===== config.mk =====
export PLATFORM = sky130hd
export DESIGN_NAME = lane_scorekeeper
export DESIGN_NICKNAME = d
export VERILOG_FILES = /design/src/rtl/lane_scorekeeper.sv
export SDC_FILE = /design/constraint.sdc
export NUM_CORES = 1
export LEC_CHECK = 0
export ABC_AREA = 0
export BUFFER_PORTS_ARGS = -buffer_cell sky130_fd_sc_hd__buf_4
export CORE_UTILIZATION = 45
export CTS_CLUSTER_DIAMETER = 100
export DETAILED_ROUTE_END_ITERATION = 12
export PLACE_DENSITY = 0.68
export SLEW_MARGIN = 5
export SYNTH_ARGS = -nofsm -noshare
export SYNTH_HDL_FRONTEND = slang
export SYNTH_SLANG_ARGS = --single-unit

===== constraint.sdc =====
create_clock -name CLOCK_50 -period 3 [get_ports CLOCK_50]
set_input_delay 0.15 -clock CLOCK_50 [delete_from_list [all_inputs] [get_ports CLOCK_50]]
set_output_delay 0.15 -clock CLOCK_50 [all_outputs]
set_load 0.005 [all_outputs]

===== src/rtl/lane_scorekeeper.sv =====
// Reads the lane symbol at the player cell on each tick, scores dodges in BCD, flags collisions, keeps a best score.
// Latency: tick at edge N updates state/score/game_over at N+1 and the score digits at N+2.
module lane_scorekeeper #(
  parameter logic [6:0] SYM_UP        = 7'h1C,
  parameter logic [6:0] SYM_DOWN      = 7'h23,
  parameter logic [6:0] SYM_EMPTY     = 7'h7F,
  parameter int         SCORE_MAX     = 999,
  parameter bit         BLANK_LEADING = 1'b1
) (
  input  logic        CLOCK_50,
  input  logic        reset_n,
  input  logic        tick,
  input  logic        start,
  input  logic        player_up,
  input  logic [6:0]  lane_seg,
  output logic        playing,
  output logic        game_over,
  output logic        sym_err,
  output logic [11:0] score_bcd,
  output logic [11:0] best_bcd,
  output logic [6:0]  score_seg2,
  output logic [6:0]  score_seg1,
  output logic [6:0]  score_seg0
);

  typedef enum logic [1:0] {IDLE, RUN, OVER} state_t;

  localparam logic [11:0] MAX_BCD = {4'(SCORE_MAX / 100), 4'((SCORE_MAX / 10) % 10), 4'(SCORE_MAX % 10)};
  localparam logic [6:0]  SEG_ZERO = 7'h40;

  state_t state;
  logic   start_q;
  logic   start_rise;
  logic   is_up;
  logic   is_down;
  logic   is_empty;
  logic   hit;
  logic   dodge;

  function automatic logic [11:0] bcd_inc(input logic [11:0] v);
    logic [3:0] d2;
    logic [3:0] d1;
    logic [3:0] d0;
    d2 = v[11:8];
    d1 = v[7:4];
    d0 = v[3:0];
    if (d0 == 4'd9) begin
      d0 = 4'd0;
      if (d1 == 4'd9) begin
        d1 = 4'd0;
        d2 = d2 + 4'd1;
      end else begin
        d1 = d1 + 4'd1;
      end
    end else begin
      d0 = d0 + 4'd1;
    end
    return {d2, d1, d0};
  endfunction

  function automatic logic [6:0] seg7(input logic [3:0] d);
    logic [6:0] s;
    case (d)
      4'd0:    s = 7'h40;
      4'd1:    s = 7'h79;
      4'd2:    s = 7'h24;
      4'd3:    s = 7'h30;
      4'd4:    s = 7'h19;
      4'd5:    s = 7'h12;
      4'd6:    s = 7'h02;
      4'd7:    s = 7'h78;
      4'd8:    s = 7'h00;
      4'd9:    s = 7'h10;
      default: s = SYM_EMPTY;
    endcase
    return s;
  endfunction

  assign start_rise = start & ~start_q;

  always_comb begin
    is_up    = (lane_seg == SYM_UP);
    is_down  = (lane_seg == SYM_DOWN);
    is_empty = (lane_seg == SYM_EMPTY);
    hit      = (is_up & player_up) | (is_down & ~player_up);
    dodge    = (is_up & ~player_up) | (is_down & player_up);
  end

  // start_q resets high so a start already asserted at reset release is not an edge.
  always_ff @(posedge CLOCK_50 or negedge reset_n) begin
    if (!reset_n) begin
      state     <= IDLE;
      start_q   <= 1'b1;
      playing   <= 1'b0;
      game_over <= 1'b0;
      sym_err   <= 1'b0;
      score_bcd <= 12'h000;
      best_bcd  <= 12'h000;
    end else begin
      start_q   <= start;
      game_over <= 1'b0;
      case (state)
        IDLE, OVER: begin
          if (start_rise) begin
            state     <= RUN;
            playing   <= 1'b1;
            score_bcd <= 12'h000;
            sym_err   <= 1'b0;
          end
        end
        RUN: begin
          if (tick) begin
            if (hit) begin
              state     <= OVER;
              playing   <= 1'b0;
              game_over <= 1'b1;
              if (score_bcd > best_bcd) best_bcd <= score_bcd;
            end else if (dodge) begin
              if (score_bcd != MAX_BCD) score_bcd <= bcd_inc(score_bcd);
            end else if (!is_empty) begin
              sym_err <= 1'b1;
            end
          end
        end
        default: begin
          state   <= IDLE;
          playing <= 1'b0;
        end
      endcase
    end
  end

  // Digits are a registered view of score_bcd, one cycle behind it.
  always_ff @(posedge CLOCK_50 or negedge reset_n) begin
    if (!reset_n) begin
      score_seg2 <= BLANK_LEADING ? SYM_EMPTY : SEG_ZERO;
      score_seg1 <= BLANK_LEADING ? SYM_EMPTY : SEG_ZERO;
      score_seg0 <= SEG_ZERO;
    end else begin
      score_seg0 <= seg7(score_bcd[3:0]);
      score_seg1 <= (BLANK_LEADING && score_bcd[11:4] == 8'h00) ? SYM_EMPTY : seg7(score_bcd[7:4]);
      score_seg2 <= (BLANK_LEADING && score_bcd[11:8] == 4'h0) ? SYM_EMPTY : seg7(score_bcd[11:8]);
    end
  end

endmodule


==> summary.md <==
| Metric | Value |
|---|---|
| Final Hold Vio Count | 0 |
| Power Total | 1740 uW |
| Clock power share | 22.4% |
| CP required | 3.22 ns |
| Placed insts | 428 |
| Most frequent cells in the layout | buf_4 (66), dfrtp_1 (35), inv_1 (27), ha_1 (27), nand2_1 (25) |
| DR DRC count | 0 |
| Post-synth EDFFs | 0 |
| Htree depth | 2 |
| CP startpoint | score_bcd[1] |
| Worst skew pair latency | 0.30 ns |
| Period utilisation layout | 79.0% |
| IO Port Bufs | 59 |
| Syn_nets | 334 |
| Initial drt markers | 134 |
| Final Non-Filler Cells | 438 |
| Commonest non-fill, non-tap cell in the layout | buf_4 |
| Ys async rst share | 100% |
| First-pass GRT wire length | 10.1 mm |
| Clock Sinks | 51 |
| Synthesis Warnings | 0 |
| Die W | 82.3 um |
| Deepest clock path buffer count | 2 |
| DRT antenna net count | 0 |
| Global-route usage over all layers | 19.7% |
| Number of global-route vias before repair | 2,141 |
| Maxcap violations | 0 |
| Max Freq | 422 MHz |
| Hold Crit Class | in2reg |
| Post-synth top area share | 30.2% |
| Sequential share of the synthesized area | 44.7% |
| Hold path start | tick |
| Worst stage delay on the critical path | 0.52 ns |
| Cell Area, Synth | 2900 um^2 |
| Die height | 82.3 um |
| Leak Pwr | 0.00171 uW |
| Drt via density | 5.32 |
| Final setup fails | 0 |
| Die area | 6770 um^2 |
| Placed instance area | 3440 um^2 |
| PwrDens | 490 nW/um^2 |
| Sequential share of power | 49.5% |
| Num rows | 28 |
| Internal Power | 1200 uW |
| Share of cells above drive strength 1 | 28.9% |
| Worst-Margin Slew | 0.646 ns |
| Max Clock Skew | 0.00499 ns |
| Worst Setup End Kind | register |
| Sw Pwr | 539 uW |
| Root Buffer | clkbuf_8 |
| RSZ-0062 raised after global routing | no |
| Top_reg_cell synth | dfrtp_1 |
| Synth area leader | dfrtp_1 |
| Comb pwr share | 28.1% |
| Vias | 2,330 |
| CP Max Fanout | 9 |
| Core Box Area | 6060 um^2 |
| PostCTS Resize Cnt | 0 |
| Library cells used by synthesis | 49 |
| Layout area overhead | 22.2% |
| Slowest CP cell | dfrtp_1 |
| Setup_tns | 0 ns |
| IO Count | 60 |
| Remaining Overflow, GRT | 0 |
| Fin. max-slew vios | 0 |
| Relative slew slack | 56.9% |
| Switch share | 31.0% |
| Initial DRT Pass Iterations | 4 |
| Final instance area | 3540 um^2 |
| Status | completed |
| Inserted Clock Buffers | 5 |
| Post-DP HPWL | 4.32 mm |
| Inserted Diodes | 0 |
| Worst VDD drop | 369 uV |
| Avg WL per Cell | 13.7 um |
| Routability cong. | 0.789 |
| Post-Synthesis Cells | 295 |
| CP Launch Type | register |
| Mapped Avg Cell Area | 9.83 um^2 |
| TritonCTS clock tree | yes |
| Crit Path Class | reg2reg |
| Critical-path cell list | inv_1 -> ha_1 -> nand3b_1 -> o32a_1 -> o21ai_0 -> or4_1 -> o31ai_1 |
| Final WL | 6.01 mm |
| FF-to-FF Start | score_bcd[1] |
| Crit path time final | 2.37 ns |
| FF+latch count, synth | 51 |
| Clock slew at reported path FFs | 0.09 ns |
| Initial antenna violation count | 0 |
| Synth top area cells | dfrtp_1 (30%), dfstp_2 (14%), ha_1 (12%), o21ai_0 (4.1%), a21oi_1 (3.8%) |
| Filler Cell Count | 535 |
| Largest net degree at the start of global routing | 52 |
| WP data arrival | 2.59 ns |
| Initial core utilization | 47.9% |
| Nets | 401 |
synthesized netlist by cell type (all sizes together), types with 2 or more instances:
library cell	number
dfrtp	35
ha	27
inv	27
nand2	25
o21ai	24
a21oi	22
nor2	19
dfstp	16
mux2i	8
nand3	8
clkbuf	7
mux2	7
nand4	6
nor3	6
o31ai	5
nand2b	4
nand3b	4
nor2b	4
a21o	3
and2	3
and3	3
or3	3
or4	3
a211oi	2
a21boi	2
nor3b	2
o211ai	2
or2	2
logic make-up (layout without fill, tap and decap cells):
family / count (synthesis) / after routing / synth area share, %
adder cells (fa/ha/maj): 27 / 27 / 11.6
buffers and inverters: 35 / 103 / 5.09
XOR/XNOR: 1 / 1 / 0.302
multiplexers: 15 / 15 / 6.13
AND/OR/NAND/NOR: 96 / 96 / 17.4
flip-flops: 51 / 51 / 44.7
AO/OA/AOI/OAI: 70 / 70 / 14.8
worst max-delay path: cells and delay by family (launching register included):
kind / cells / cell delay (ns)
flip-flops: 1 / 0.52
AND/OR/NAND/NOR: 2 / 0.71
adder cells (fa/ha/maj): 1 / 0.23
buffers and inverters: 1 / 0.17
AO/OA/AOI/OAI: 3 / 0.65
what timing repair did:
item	CTS	global route
endpoints found under the hold margin	36	0
buffers inserted	0	0
hold buffers	2	0
sequential cells by signal, indices dropped and copies added (netlist names):
| register | count |
|---|---|
| best_bcd | 12 |
| game_over | 1 |
| playing | 1 |
| score_bcd | 12 |
| score_seg0 | 7 |
| score_seg1 | 7 |
| score_seg2 | 7 |
| start_q | 1 |
| state | 2 |
| sym_err | 1 |
final cells by class:
cell class	count	area, um^2	share of cell area, %
Clock buffer	7	76.3	2.15
Clock inverter	1	5.00	0.141
Inverter	27	101	2.86
Multi-Input combinational cell	209	1460	41.1
Sequential cell	51	1300	36.6
Tap cell	75	93.8	2.65
Timing Repair Buffer	68	515	14.5
routing by layer:
metal	global-route usage (%)	share of wire (%)	up-vias
li1	-	-	1173
met5	0	0	-
met4	5.79	0.96	0
met1	28.1	50	1106
met3	3.52	3.9	4
met2	30.6	46	47
worst paths after layout:
kind	endpoint	depth (start not counted)	slack [ns]
worst max-delay path	score_bcd[10]	7	0.63
worst min-delay path	sym_err	3	0.15
worst max register to register	score_bcd[10]	7	0.63
worst min register to register	playing	1	0.50
max in group asynchronous	score_seg0[4]	2	2.15
min in group asynchronous	playing	2	0.39
power groups by stage:
stage	Combinational, uW	Clock, uW	Sequential [uW]
after floorplan	267	0	872
after global placement	483	0	870
after detailed placement	488	0	872
after CTS	493	399	859
after global routing	567	422	874
final	488	388	859
through the flow:
step | utilization, % | worst slack [ns] | hold slack [ns]
3_3_place_gp | 56.8 | 0.655 | 0.215
2_1_floorplan | - | 0.795 | -0.146
5_1_grt | 58.5 | 0.407 | 0.156
6_report | 58.5 | 0.631 | 0.153
3_5_place_dp | 56.8 | 0.642 | 0.219
4_1_cts | 58.5 | 0.629 | 0.148
Note: power is estimated with default switching activity, not from simulation.
